[src/rtl/hazard_ctrl.sv]
// hazard_ctrl: load-use, branch-squash, memory-wait and HALT sequencing.
// Optional perf counters: define HAZARD_PERF_CNT_EN.
module hazard_ctrl #(
   parameter int FLUSH_CYCLES = 1,
   parameter int CNT_W        = 16
) (
   input  logic             clk,
   input  logic             rst_n,
   input  logic             MemRead2_3,
   input  logic [2:0]       wreg2_3,
   input  logic [5:0]       rsrd1_2,
   input  logic             use_rs1_2,
   input  logic             use_rd1_2,
   input  logic             br_taken,
   input  logic             halt2_3,
   input  logic             restart,
   input  logic             mem_busy,
   output logic             pipe_en,
   output logic             pc_write,
   output logic             ir_write,
   output logic             bubble2_3,
   output logic             flush1_2,
   output logic             halted,
   output logic [CNT_W-1:0] stall_cnt,
   output logic [CNT_W-1:0] flush_cnt
);

   typedef enum logic [1:0] {
      RUN   = 2'd0,
      FLUSH = 2'd1,
      HALT  = 2'd2
   } state_t;

   localparam logic [2:0] FC = FLUSH_CYCLES[2:0];

   state_t     state_q, state_d;
   logic [2:0] fcnt_q, fcnt_d;
   logic       lu;

   assign lu = MemRead2_3 &&
      ((use_rs1_2 && (rsrd1_2[5:3] == wreg2_3)) ||
       (use_rd1_2 && (rsrd1_2[2:0] == wreg2_3)));

   // State and flush-count registers
   always_ff @(posedge clk or negedge rst_n) begin
      if (!rst_n) begin
         state_q <= RUN;
         fcnt_q  <= 3'd0;
      end else begin
         state_q <= state_d;
         fcnt_q  <= fcnt_d;
      end
   end

   // Next state and same-cycle pipeline controls
   always_comb begin
      state_d   = state_q;
      fcnt_d    = fcnt_q;
      pipe_en   = 1'b1;
      pc_write  = 1'b1;
      ir_write  = 1'b1;
      bubble2_3 = 1'b0;
      flush1_2  = 1'b0;
      halted    = 1'b0;
      if (!rst_n) begin
         pipe_en  = 1'b0;
         pc_write = 1'b0;
         ir_write = 1'b0;
      end else if (mem_busy) begin
         pipe_en  = 1'b0;
         pc_write = 1'b0;
         ir_write = 1'b0;
         halted   = (state_q == HALT);
      end else begin
         unique case (state_q)
            RUN: begin
               if (halt2_3) begin
                  pc_write = 1'b0;
                  ir_write = 1'b0;
                  flush1_2 = 1'b1;
                  state_d  = HALT;
               end else if (br_taken) begin
                  flush1_2  = 1'b1;
                  bubble2_3 = 1'b1;
                  if (FC != 3'd0) begin
                     state_d = FLUSH;
                     fcnt_d  = FC;
                  end
               end else if (lu) begin
                  pc_write  = 1'b0;
                  ir_write  = 1'b0;
                  bubble2_3 = 1'b1;
               end
            end
            FLUSH: begin
               flush1_2 = 1'b1;
               if (halt2_3) begin
                  pc_write = 1'b0;
                  ir_write = 1'b0;
                  state_d  = HALT;
                  fcnt_d   = 3'd0;
               end else begin
                  fcnt_d = fcnt_q - 3'd1;
                  if (fcnt_q <= 3'd1) begin
                     state_d = RUN;
                     fcnt_d  = 3'd0;
                  end
               end
            end
            HALT: begin
               halted    = 1'b1;
               pc_write  = 1'b0;
               ir_write  = 1'b0;
               bubble2_3 = 1'b1;
               if (restart) state_d = RUN;
            end
            default: begin
               state_d = RUN;
               fcnt_d  = 3'd0;
            end
         endcase
      end
   end

`ifdef HAZARD_PERF_CNT_EN
   logic [CNT_W-1:0] stall_q, flush_q;
   logic             stall_ev;

   assign stall_ev = rst_n && !mem_busy && (state_q == RUN) &&
                     !halt2_3 && !br_taken && lu;

   // Saturating stall and flush event counters
   always_ff @(posedge clk or negedge rst_n) begin
      if (!rst_n) begin
         stall_q <= '0;
         flush_q <= '0;
      end else begin
         if (stall_ev && (stall_q != '1)) stall_q <= stall_q + 1'b1;
         if (flush1_2 && (flush_q != '1)) flush_q <= flush_q + 1'b1;
      end
   end

   assign stall_cnt = stall_q;
   assign flush_cnt = flush_q;
`else
   assign stall_cnt = '0;
   assign flush_cnt = '0;
`endif

endmodule

[config.mk]
export PLATFORM = sky130hd
export DESIGN_NAME = hazard_ctrl
export DESIGN_NICKNAME = d
export VERILOG_FILES = /design/src/rtl/hazard_ctrl.sv
export SDC_FILE = /design/constraint.sdc
export NUM_CORES = 1
export LEC_CHECK = 0
export ABC_AREA = 1
export CAP_MARGIN = 20
export CORE_ASPECT_RATIO = 1.2
export CORE_UTILIZATION = 35
export CTS_BUF_LIST = sky130_fd_sc_hd__clkbuf_8
export DETAILED_ROUTE_END_ITERATION = 10
export PLACE_DENSITY = 0.85
export SETUP_SLACK_MARGIN = 0.5
export SYNTH_ARGS = -nofsm -noshare
export SYNTH_HDL_FRONTEND = slang
export SYNTH_SLANG_ARGS = --single-unit
[constraint.sdc]
create_clock -name clk -period 2.3 [get_ports clk]
set_input_delay 0.345 -clock clk [delete_from_list [all_inputs] [get_ports clk]]
set_output_delay 0.345 -clock clk [all_outputs]
set_load 0.03 [all_outputs]
Word-level counts from Yosys, hierarchy flattened:

Cells that the tools add are included.

* bitwise operators: 2
* $mul: 0
* shift-type cells: 0
* div/mod/pow operators: 0
* add/subtract/negate cells: 1
* equal/unequal tests: 9
* multiplexer cells: 34
* $lt $le $gt $ge: 1
* reductions and logical operators: 7

Operators with widths (count)
* 2-to-1 mux 1 bit: 20
* 2-to-1 mux 3 bit: 4
* 2-to-1 mux 2 bit: 5
* AND reduction 5 bit: 2
* one-hot mux 3 bit (3 select lines): 1
* equality test 3 bit: 2
* != test 2 bit, second input constant: 3
* != test 3 bit, second input constant: 2
* one-hot mux 2 bit (3 select lines): 1
* one-hot mux 1 bit (2 select lines): 2
* less-or-equal comparator 3 x 1 -> 1 bit, second input constant: 1
* logical AND 1 bit: 3
* one-hot mux 1 bit (3 select lines): 1
* subtractor 3 x 1 -> 3 bit, second input constant: 1
* equality test 2 x 1 -> 1 bit, second input constant: 1
* equality test 2 bit, second input constant: 1
* zero test 2 bit: 1
* NOT 1 bit: 2
* logical OR 1 bit: 1

* memories: 0
* bits in read-only memories: 0
* input bits: 18
* output and inout bits: 38
* latch bits: 0
* memory bits (writable): 0
* bits in registers: 5
* logic and storage cells: 56

Logic depth before layout (Yosys ltp):

Gate-level depths: netlist of the first run.

* depth in word-level cells: 10
* mapped depth: 10
* mapped depth without buffers: 10

Worst setup path after synthesis of the first run:

Ideal clock, no wire load.

* kind: input-to-output
* start: in rst_n
* end: out bubble2_3
* cell stages on the path: 5
* arrival time: 1304 ps
* path slack: 651 ps
* cells stage by stage: inv_1 or2_4 clkinv_2 nand2_1 a21oi_1

* cells in the longest elaborated chain, start to end: 1

RTL lines
* start, declared: RTL line 8 `input logic rst_n,`
* 2-to-1 mux 1 bit: RTL line 65 `if (!rst_n) begin`
* end, declared: RTL line 21 `output logic bubble2_3,`

Every way passes these cells.

Worst setup path in the final report of the first run:

* start: in mem_busy
* end: out pc_write

* cells in the longest elaborated chain, start to end: 2

RTL lines
* start, declared: RTL line 17 `input logic mem_busy,`
* 2-to-1 mux 1 bit: RTL line 69 `end else if (mem_busy) begin`
* 2-to-1 mux 1 bit: RTL line 65
* end, declared: RTL line 19 `output logic pc_write,`

Every way passes these cells.

==> impl_results.md, run 1 <==
* Status: finished, final reports clean
* Top-count cell post-synth: buf_4
* Period Utilization, post-route at 0.7709
* Critical-path cell list: clkdlybuf4s50_1, or2_4, nor3_2, o21ai_0, inv_1, buf_4
* Slowest CP cell: clkdlybuf4s50_1
* Worst R2R Setup Slack at 1.02 ns
* Maxcap violations at 0
* Distinct cells, synth at 20
* Worst path required time at 1.96 ns
* Area of the mapped netlist at 787.0 um2
* Starting density of the core at 0.3757
* Pwr/cell area at 747.3 nW/um2
* Final Max Tran Viols at 0
* Synth Area in Simple Gates at 0.2846
* GP Congestion at 0.9050
* Antenna Nets Post-Route at 0
* Io pins at 56
* Setup Slack @ Placement at 0.3110 ns
* DRC viols at 0
* Antenna violations before repair at 0
* Worst r2r src: fcnt_q[0]$_DFFE_PN0P_
* ANT cells at 0
* Setup CP Type: input port to output port
* Worst EP arrival at 1.43 ns
* Final Skew at 0.0002059 ns
* Post-Route Setup TNS at 0 ns
* Gate Count Post-Synth at 126
* Post-Synth XOR/XNOR Area at 0
* H-tree depth at 1
* WL/cell at 6.945 um
* Synth Area per Inst at 6.246 um2
* CP Launch Point: mem_busy
* Pin count of the biggest net entering global routing at 6
* Overall Global Routing Usage at 0.1132
* I/O Buffers at 23
* Die Width at 45.29 um
* CTS Buf Count at 3
* Initial DRC count at 8
* Post-synthesis register bit count at 5
* Primary FF master, synth: dfrtp_1
* Leading area contributor after synthesis: buf_4
* Synth top cells by count: buf_4 (33), nand2_1 (28), inv_1 (18), nor2_1 (15), o21ai_0 (6)
* Row Count at 18
* Setup crit end: pc_write
* Worst R2R Path Depth at 6
* Max incr delay on CP at 0.40 ns
* Clock Pin Slew Worst Setup and Hold Paths at 0.03 ns
* Number of synthesized flops with an enable pin at 0
* Clock sink count at 5
* Mux contribution to synthesized area at 0
* Die Y at 53.95 um
* Complex-gate fraction of the synthesized area at 0.1033
* Final setup viols at 0
* Max Fclk at 564.0 MHz
* Adder-cell share of the synthesized area at 0.03180
* Die area at 2443 um2
* Met2 Usage GRT at 0.2295
* Synth top area cells: buf_4 (31%), dfrtp_1 (16%), nand2_1 (13%)
* Worst path bufs/invs at 3
* Crit path launch type: input port
* Ys Warns at 0
* Worst R2R End: state_q[0]$_DFFE_PN0P_
* Yosys top cell area share at 0.3148
* Vias/cell at 3.683
* Largest delay contributor family on the critical path: buffers and inverters
* Final hold violation count at 0
* Clock buffer depth at 2
* RSZ-0062 raised after global routing: true
* Core Box Area at 2095 um2
* CP endpoint kind: output port
* Static leakage at 0.5681 nW
* WP depth at 6
* TritonRoute pass-1 iters at 4
* Vias in the first global route at 548
* GRT overflow at 0
* Seq/Total Area, Yosys at 0.1590
* Skew-Pair Late Insertion Delay at 0.22 ns
* Asr flop ratio synth at 1.000
* Met1 Use GR at 0.09592
* Root Driver: clkbuf_8
* Busiest grt layer: met2
* Layout cells sized above 1 at 0.1503
* Main combinational cell family by area after synthesis: buffers and inverters
* WL final at 1271 um
* Area delta synth->final at 22.58%
* Total Nets Final at 174
* Pwr Total at 720.9 uW
* Worst hold margin at 0.1560 ns
* First-pass GRT wire length at 1952 um
* Post-cts hold buffer count at 0
* Met3 Usage GRT at 0.03020
* Tmin final at 1.773 ns
* Hold Path Class: input port to async pin
* Peak VDD IR at 282.4 uV
* Worst setup margin at 0.5270 ns
* CTS tree: built
* Crit Path Max Fanout at 3
* Routed vias at 674
* Post-detail-place hpwl at 1101 um
==> layer usage <==
| layer | share of wire | vias to the layer above |
|---|---|---|
| li1 | - | 366 |
| met5 | 0 | - |
| met2 | 0.57 | 33 |
| met3 | 0.074 | 2 |
| met1 | 0.35 | 273 |
| met4 | 0.0047 | 0 |
==> per-stage QoR <==
| step | cells | instance area, um2 | util |
|---|---|---|---|
| 2_1_floorplan | 157 | 903.4 | - |
| 3_3_place_gp | 178 | 918.4 | 0.4385 |
| 3_5_place_dp | 178 | 918.4 | 0.4385 |
| 4_1_cts | 183 | 962.2 | 0.4594 |
| 5_1_grt | 183 | 964.7 | 0.4606 |
| 6_report | 183 | 964.7 | 0.4606 |
==> kinds of logic after synthesis <==
group | after synthesis
AO/OA/AOI/OAI | 12
buffers and inverters | 54
flip-flops | 5
other | 1
AND/OR/NAND/NOR | 52
adder cells (fa/ha/maj) | 2
==> final cells by class <==
type / count / area (um2)
Clock buffer: 3 / 41.29
Clock inverter: 1 / 3.754
Fill cell: 244 / 1130
Inverter: 21 / 83.83
Multi-Input combinational cell: 98 / 457.9
Sequential cell: 5 / 125.1
Tap cell: 30 / 37.54
Timing Repair Buffer: 25 / 215.2
==> report_power, final <==
part | total [mW] | leakage [nW] | internal [mW] | switching (mW)
logic | 0.399 | 0.479 | 0.126 | 0.274
clock network | 0.152 | 0.0269 | 0.114 | 0.0383
registers | 0.169 | 0.0624 | 0.127 | 0.0426
total | 0.721 | 0.568 | 0.366 | 0.354
==> worst register-to-register path: cells and delay by family, from the launching register on <==
| family | cells | cell delay [ns] |
|---|---|---|
| and+or+nand+nor | 2 | 0.21 |
| adders and majority gates | 1 | 0.20 |
| DFF | 1 | 0.39 |
| AOI/OAI and AO/OA | 3 | 0.40 |
==> state kept, by name, indices dropped and copies added, names as in the netlist <==
| signal | flops |
|---|---|
| state_q | 2 |
| fcnt_q | 3 |
==> how the worst min path moves through the flow <==
stage,startpoint,end,slack (ns),cells past startpoint
after floorplan,rst_n,fcnt_q[0]$_DFFE_PN0P_,0.05,0
after global placement,fcnt_q[2]$_DFFE_PN0P_,fcnt_q[2]$_DFFE_PN0P_,0.46,1
after detailed placement,fcnt_q[2]$_DFFE_PN0P_,fcnt_q[2]$_DFFE_PN0P_,0.46,1
after CTS,rst_n,fcnt_q[2]$_DFFE_PN0P_,0.16,2
after global routing,rst_n,fcnt_q[1]$_DFFE_PN0P_,0.18,2
final,rst_n,fcnt_q[2]$_DFFE_PN0P_,0.16,2
==> placed cells by master, fill, tap and decap left out, types with 2 or more instances in the layout <==
cell and instances:
a21oi_1 4, buf_4 7, clkbuf_8 3, clkdlybuf4s15_1 3
clkdlybuf4s50_1 4, conb_1 32, dfrtp_1 5, dlygate4sd2_1 10
ha_1 2, inv_1 18, inv_2 3, nand2_1 28
nor2_1 14, nor2_2 2, nor3_1 2, nor3_2 2
o21ai_0 6
==> timing repair <==
| action | 4_1_cts | 5_1_grt |
|---|---|---|
| pin swaps | 11 | 0 |
| buffers inserted | 1 | 0 |
| gates resized for setup | 17 | 6 |
| setup endpoints to repair | 5 | 4 |
(Power assumes the default switching activity.)
==> run 2, diff against run 1 <==
Clock period 2.3 ns to 1.8 ns, I/O delays scaled along.
==> run 2 against run 1 <==
  * Worst setup slack got worse by 0.26 ns
  * Count of clock-buffer cells in the layout stayed put
  * Power up 78%
  * Routed wire length rose by 41%
  * Cell count increased by 6.6%
  * Flip-flop and latch count stayed put
  * Clock skew grew 0.0021 ns
  * Critical endpoint is now bubble2_3
  * Largest cell class unchanged
  * Highest routed layer unchanged
==> impl_results.md, run 2 (synthesized netlist as in run 1, its figures left out) <==
* Worst hold margin at 0.03608 ns (was 0.1560 ns)
* GRT overflow at 0 (unchanged)
* Clock Pin Slew Worst Setup and Hold Paths at 0.04 ns (was 0.03 ns)
* Initial DRC count at 4 (was 8)
* Total Nets Final at 186 (was 174)
* H-tree depth at 1 (unchanged)
* Static leakage at 0.6366 nW (was 0.5681 nW)
* Largest register by flop count: fcnt_q (unchanged)
* Layout cells sized above 1 at 0.4000 (was 0.1503)
* WL final at 1786 um (was 1271 um)
* Io pins at 56 (unchanged)
* Vias/cell at 3.949 (was 3.683)
* Crit path launch type: flop (was input port)
* Vias in the first global route at 705 (was 548)
* Skew-Pair Late Insertion Delay at 0.21 ns (was 0.22 ns)
* CP endpoint kind: output port (unchanged)
* Root Driver: clkbuf_8 (unchanged)
* TritonRoute pass-1 iters at 4 (unchanged)
* Die area at 2443 um2 (unchanged)
* CTS tree: built (unchanged)
* Max FFs per register at 3 (unchanged)
* Row Count at 18 (unchanged)
* Die Y at 53.95 um (unchanged)
* Crit Path Max Fanout at 3 (unchanged)
* Final Max Tran Viols at 0 (unchanged)
* Antenna violations before repair at 0 (unchanged)
* Clock sink count at 5 (unchanged)
* ANT cells at 0 (unchanged)
* Setup Slack @ Placement at -0.06255 ns (was 0.3110 ns)
* Overall Global Routing Usage at 0.1381 (was 0.1132)
* Pwr Total at 1.281 mW (was 720.9 uW)
* Worst EP arrival at 1.27 ns (was 1.43 ns)
* Pwr/cell area at 1129 nW/um2 (was 747.3 nW/um2)
* Starting density of the core at 0.3757 (unchanged)
* WL/cell at 9.159 um (was 6.945 um)
* GP Congestion at 0.8591 (was 0.9050)
* CTS Buf Count at 3 (unchanged)
* Setup CP Type: flop to output port (was input port to output port)
* First-pass GRT wire length at 2504 um (was 1952 um)
* Routed vias at 770 (was 674)
* RSZ-0062 raised after global routing: true (unchanged)
* Final setup viols at 0 (unchanged)
* Worst setup margin at 0.2623 ns (was 0.5270 ns)
* Area delta synth->final at 44.20% (was 22.58%)
* Max Fclk at 650.3 MHz
* Post-detail-place hpwl at 1156 um (was 1101 um)
* Tmin final at 1.538 ns
* Pin count of the biggest net entering global routing at 6 (unchanged)
* I/O Buffers at 23 (unchanged)
* DRC viols at 0 (unchanged)
* Dpl cell area at 962.2 um2 (was 918.4 um2)
* Die Width at 45.29 um (unchanged)
* Clock buffer depth at 2 (unchanged)
* Worst R2R Path Depth at 6 (unchanged)
* Final Skew at 0.002270 ns (was 0.0002059 ns)
* Hold Path Class: input port to async pin (unchanged)
* Maxcap violations at 0 (unchanged)
* Final hold violation count at 0 (unchanged)
* Worst path required time at 1.53 ns (was 1.96 ns)
* Period Utilization, post-route at 0.8543
* Final Util at 0.5418 (was 0.4606)
* Commonest non-fill, non-tap cell in the layout: conb_1 (unchanged)
* Status: finished, final reports clean (unchanged)
* Regs by FF count: fcnt_q (3), state_q (2) (unchanged)
* Post-cts hold buffer count at 0 (unchanged)
* Final Instance Area at 1135 um2 (was 964.7 um2)
* Core Box Area at 2095 um2 (unchanged)
* Peak VDD IR at 634.6 uV (was 282.4 uV)
* Antenna Nets Post-Route at 0 (unchanged)
* Most frequent cells in the layout: conb_1 (32), nand2_1 (25), inv_1 (12), nor2_1 (11) (was conb_1 (32), nand2_1 (28), inv_1 (18), nor2_1 (14), dlygate4sd2_1 (10))
run 2: changes by cell type in the layout (fill, tap and decap cells not counted), moves of 4 or more:
| cell | delta |
|---|---|
| buf_2 | +4 |
| inv_1 | -6 |
| o21ai_0 | -5 |
| o21ai_2 | +4 |
| nor2_4 | +4 |
| inv_2 | +5 |
| dlygate4sd2_1 | -7 |
| clkbuf_2 | +5 |
| buf_6 | +10 |
run 2: power breakdown:
group	internal (mW)	switching, mW
combinational	0.362	0.489
sequential	0.167	0.0693
clock	0.146	0.0484
run 2: critical path: stages, from the launching register on:
cell	delay, ns
dfrtp_2	0.43
nor2_4	0.13
inv_2	0.07
nor2_4	0.09
nand2_2	0.06
a21oi_2	0.13
buf_6	0.15
run 2: final timing paths:
path	slack [ns]	startpoint	to
setup reg to reg	0.49	fcnt_q[0]$_DFFE_PN0P_	state_q[1]$_DFFE_PN0P_
hold / removal	0.04	rst_n	fcnt_q[2]$_DFFE_PN0P_
setup / recovery	0.26	state_q[0]$_DFFE_PN0P_	bubble2_3
hold reg to reg	0.49	fcnt_q[2]$_DFFE_PN0P_	fcnt_q[2]$_DFFE_PN0P_
min in group clk	0.49	fcnt_q[2]$_DFFE_PN0P_	fcnt_q[2]$_DFFE_PN0P_
max in group asynchronous	1.64	rst_n	state_q[0]$_DFFE_PN0P_
run 2: repair_timing:
action / in CTS / in global routing
buffers inserted: 7 / 3
pin swaps: 21 / 22
endpoints found under the setup margin: 11 / 10
gates resized for setup: 48 / 30
run 2: layer usage:
layer  up-vias  global-route usage  part of all wire
li1        390                   -                 -
met2        29              0.2874              0.58
met1       349              0.1263              0.36
met3         2             0.01678             0.054
met4         0             0.06566            0.0050
met5         -                   0                 0
run 2: stage by stage:
step	setup TNS [ns]	instances
3_5_place_dp	-0.1854	181
2_1_floorplan	0	157
3_3_place_gp	-0.1582	181
6_report	0	195
5_1_grt	0	195
4_1_cts	0	192
run 2: area by class of cell:
type	count	area, um2
Tap cell	30	37.54
Sequential cell	5	127.6
Timing Repair Buffer	37	306.5
Fill cell	197	959.7
Clock inverter	1	3.754
Inverter	21	91.34
Multi-Input combinational cell	98	526.8
Clock buffer	3	41.29
==> run 3, diff against run 2 <==
Settings changed: CORE_UTILIZATION 35 to 32, PLACE_DENSITY 0.85 to 0.82.
Clock period 1.8 ns to 1.4 ns, I/O delays scaled along.
==> run 3 against run 2 <==
  * Combinational power up 33%
  * Largest cell class unchanged
  * Sequential share of layout area down 0.87 points
  * Critical path depth unchanged
  * The run now ends with setup timing left
  * Routed wire length down 6.7%
  * Flip-flop and latch count unchanged
  * Via count up 0.78%
==> impl_results.md, run 3 (synthesized netlist as in run 1, its figures left out) <==
* Status: complete, but fails checks (was finished, final reports clean)
* Violated checks: setup timing
* TritonRoute pass-1 iters at 2 (was 4)
* Critical-path cell list: nor2_2, inv_2, nor2_4, nand2_2, a21oi_4, buf_6 (was nor2_4, inv_2, nor2_4, nand2_2, a21oi_2, buf_6)
* Worst EP arrival at 1.31 ns (was 1.27 ns)
* Clock sink count at 5 (unchanged)
* Busiest grt layer: met2 (unchanged)
* Period Utilization, post-route at 1.086
* Worst path required time at 1.19 ns (was 1.53 ns)
* Reg power frac at 0.161 (was 0.184)
* Layout cells sized above 1 at 0.3412 (was 0.4000)
* Most frequent cells in the layout: conb_1 (32), nand2_1 (26), inv_1 (13), buf_6 (13), buf_4 (13) (was conb_1 (32), nand2_1 (25), inv_1 (12), nor2_1 (11))
* Final Instance Area at 1206 um2 (was 1135 um2)
* Fillers at 239 (was 197)
* Met1 Use GR at 0.1172 (was 0.1263)
* Pwr/cell area at 1369 nW/um2 (was 1129 nW/um2)
* Max FFs per register at 3 (unchanged)
* RSZ-0062 raised after global routing: true (unchanged)
* Setup Slack @ Placement at -0.3557 ns (was -0.06255 ns)
* WL final at 1666 um (was 1786 um)
* Row Count at 19 (was 18)
* Met2 Usage GRT at 0.2544 (was 0.2874)
* Antenna violations before repair at 0 (unchanged)
* H-tree depth at 1 (unchanged)
* Area delta synth->final at 53.26% (was 44.20%)
* Antenna Nets Post-Route at 0 (unchanged)
* Gate power share at 0.684 (was 0.664)
* I/O Buffers at 23 (unchanged)
* Setup CP Type: flop to output port (unchanged)
* Overall Global Routing Usage at 0.1355 (was 0.1381)
* Worst path bufs/invs at 2 (unchanged)
* Peak VDD IR at 698.2 uV (was 634.6 uV)
* CP endpoint kind: output port (unchanged)
* Clock Power Share at 0.155 (was 0.151)
* GP Congestion at 0.8633 (was 0.8591)
* Pwr Total at 1.651 mW (was 1.281 mW)
* Root Driver: clkbuf_8 (unchanged)
* Die area at 2662 um2 (was 2443 um2)
* Crit Path Max Fanout at 3 (unchanged)
* Skew-Pair Late Insertion Delay at 0.22 ns (was 0.21 ns)
* Max Fclk at 657.7 MHz
* Regs by FF count: fcnt_q (3), state_q (2) (unchanged)
* Clock Pin Slew Worst Setup and Hold Paths at 0.03 ns (was 0.04 ns)
* Maxcap violations at 0 (unchanged)
* Final hold violation count at 0 (unchanged)
* Sw Pwr at 779.7 uW (was 607.2 uW)
* WL/cell at 8.289 um (was 9.159 um)
* Routed vias at 776 (was 770)
* Largest register by flop count: fcnt_q (unchanged)
* DRC viols at 0 (unchanged)
* Final setup viols at 6 (was 0)
* Vias in the first global route at 700 (was 705)
* Core Box Area at 2306 um2 (was 2095 um2)
* Io pins at 56 (unchanged)
* Largest delay contributor family on the critical path: flip-flops (unchanged)
* Initial DRC count at 3 (was 4)
* Starting density of the core at 0.3413 (was 0.3757)
* Tmin final at 1.520 ns
* Die Width at 47.27 um (was 45.29 um)
* Internal power at 871.2 uW (was 674.1 uW)
* Sw Share at 0.4723 (was 0.4739)
* Total Nets Final at 191 (was 186)
* Worst R2R Path Depth at 8 (was 6)
* GRT overflow at 0 (unchanged)
* Dpl cell area at 1011 um2 (was 962.2 um2)
* Final Max Tran Viols at 0 (unchanged)
* Die Y at 56.33 um (was 53.95 um)
* WP depth at 6 (unchanged)
* Worst setup margin at -0.1204 ns (was 0.2623 ns)
* Pin count of the biggest net entering global routing at 6 (unchanged)
* Static leakage at 0.6651 nW (was 0.6366 nW)
* CTS Buf Count at 3 (unchanged)
* Crit path launch type: flop (unchanged)
* Post-detail-place hpwl at 1148 um (was 1156 um)
* CTS tree: built (unchanged)
* Met3 Usage GRT at 0.01929 (was 0.01678)
* First-pass GRT wire length at 2608 um (was 2504 um)
* ANT cells at 0 (unchanged)
* Commonest non-fill, non-tap cell in the layout: conb_1 (unchanged)
* Final Skew at 0.00006065 ns (was 0.002270 ns)
* Hold Path Class: input port to async pin (unchanged)
* Vias/cell at 3.861 (was 3.949)
* Max incr delay on CP at 0.41 ns (was 0.43 ns)
* Clock buffer depth at 2 (unchanged)
* Slowest CP cell: dfrtp_1 (was dfrtp_2)
-- run 3: cell types whose count changed in the layout (fill, tap and decap cells not counted), sizes merged --
| cell | delta |
|---|---|
| dlygate4sd2 | +6 |
| clkbuf | -4 |
| buf | +2 |
| clkdlybuf4s50 | +1 |
| dlygate4sd3 | +1 |
| dlymetal6s2s | -1 |
-- run 3: final timing paths --
check	startpoint	endpoint	slack, ns
worst max-delay path	state_q[1]$_DFFE_PN0P_	bubble2_3	-0.12
worst min-delay path	rst_n	fcnt_q[2]$_DFFE_PN0P_	0.41
worst max register to register	state_q[1]$_DFFE_PN0P_	state_q[0]$_DFFE_PN0P_	-0.03
worst min register to register	fcnt_q[2]$_DFFE_PN0P_	fcnt_q[2]$_DFFE_PN0P_	0.46
max in group asynchronous	rst_n	state_q[1]$_DFFE_PN0P_	0.89
min in group clk	fcnt_q[2]$_DFFE_PN0P_	fcnt_q[2]$_DFFE_PN0P_	0.46
-- run 3: timing repair --
action	in CTS	in global routing
hold buffers	1	0
pin swaps	19	7
buffers inserted	7	1
endpoints found under the hold margin	5	0
setup endpoints to repair	11	11
gates resized for setup	48	9
-- run 3: area by class of cell --
type | count | area [um2] | share of cell area
flip-flops and latches | 5 | 125.1 | 0.1037
repair buffers | 42 | 382.9 | 0.3174
multi-input cells | 98 | 525.5 | 0.4357
well taps | 31 | 38.79 | 0.03216
clock buffers | 3 | 41.29 | 0.03423
inverters | 21 | 88.84 | 0.07365
clock inverters | 1 | 3.754 | 0.003112
-- run 3: routing by layer --
metal	routed length (um)	up-vias
met5	0	-
li1	-	402
met4	67	0
met2	914	38
met3	104	7
met1	580	329
-- run 3: worst reg2reg max path, cell delays in order (launching register included) --
cell and delay [ns]:
dfrtp_1 0.41, buf_6 0.13, inv_4 0.03, nor2_4 0.15, inv_2 0.07, buf_6 0.12, o2111ai_4 0.21, nor2_1 0.09
a21oi_1 0.14
-- run 3: power by group through the flow --
stage / Combinational, mW / Sequential, mW / Clock, mW
2_1_floorplan: 0.631 / 0.267 / 0
6_report: 1.13 / 0.265 / 0.257
5_1_grt: 1.23 / 0.271 / 0.263
3_5_place_dp: 0.817 / 0.255 / 0
4_1_cts: 1.05 / 0.259 / 0.260
3_3_place_gp: 0.806 / 0.253 / 0
-- run 3: per-stage QoR --
step,TNS (ns),hold WS [ns],std cells,utilization
floorplan,0,-0.08559,157,-
global placement,-2.118,0.4566,188,0.4384
detailed placement,-2.240,0.4568,188,0.4384
CTS,-0.2470,0.4097,200,0.5149
global route,-0.9053,0.4185,201,0.5231
finish,-0.4280,0.4068,201,0.5231
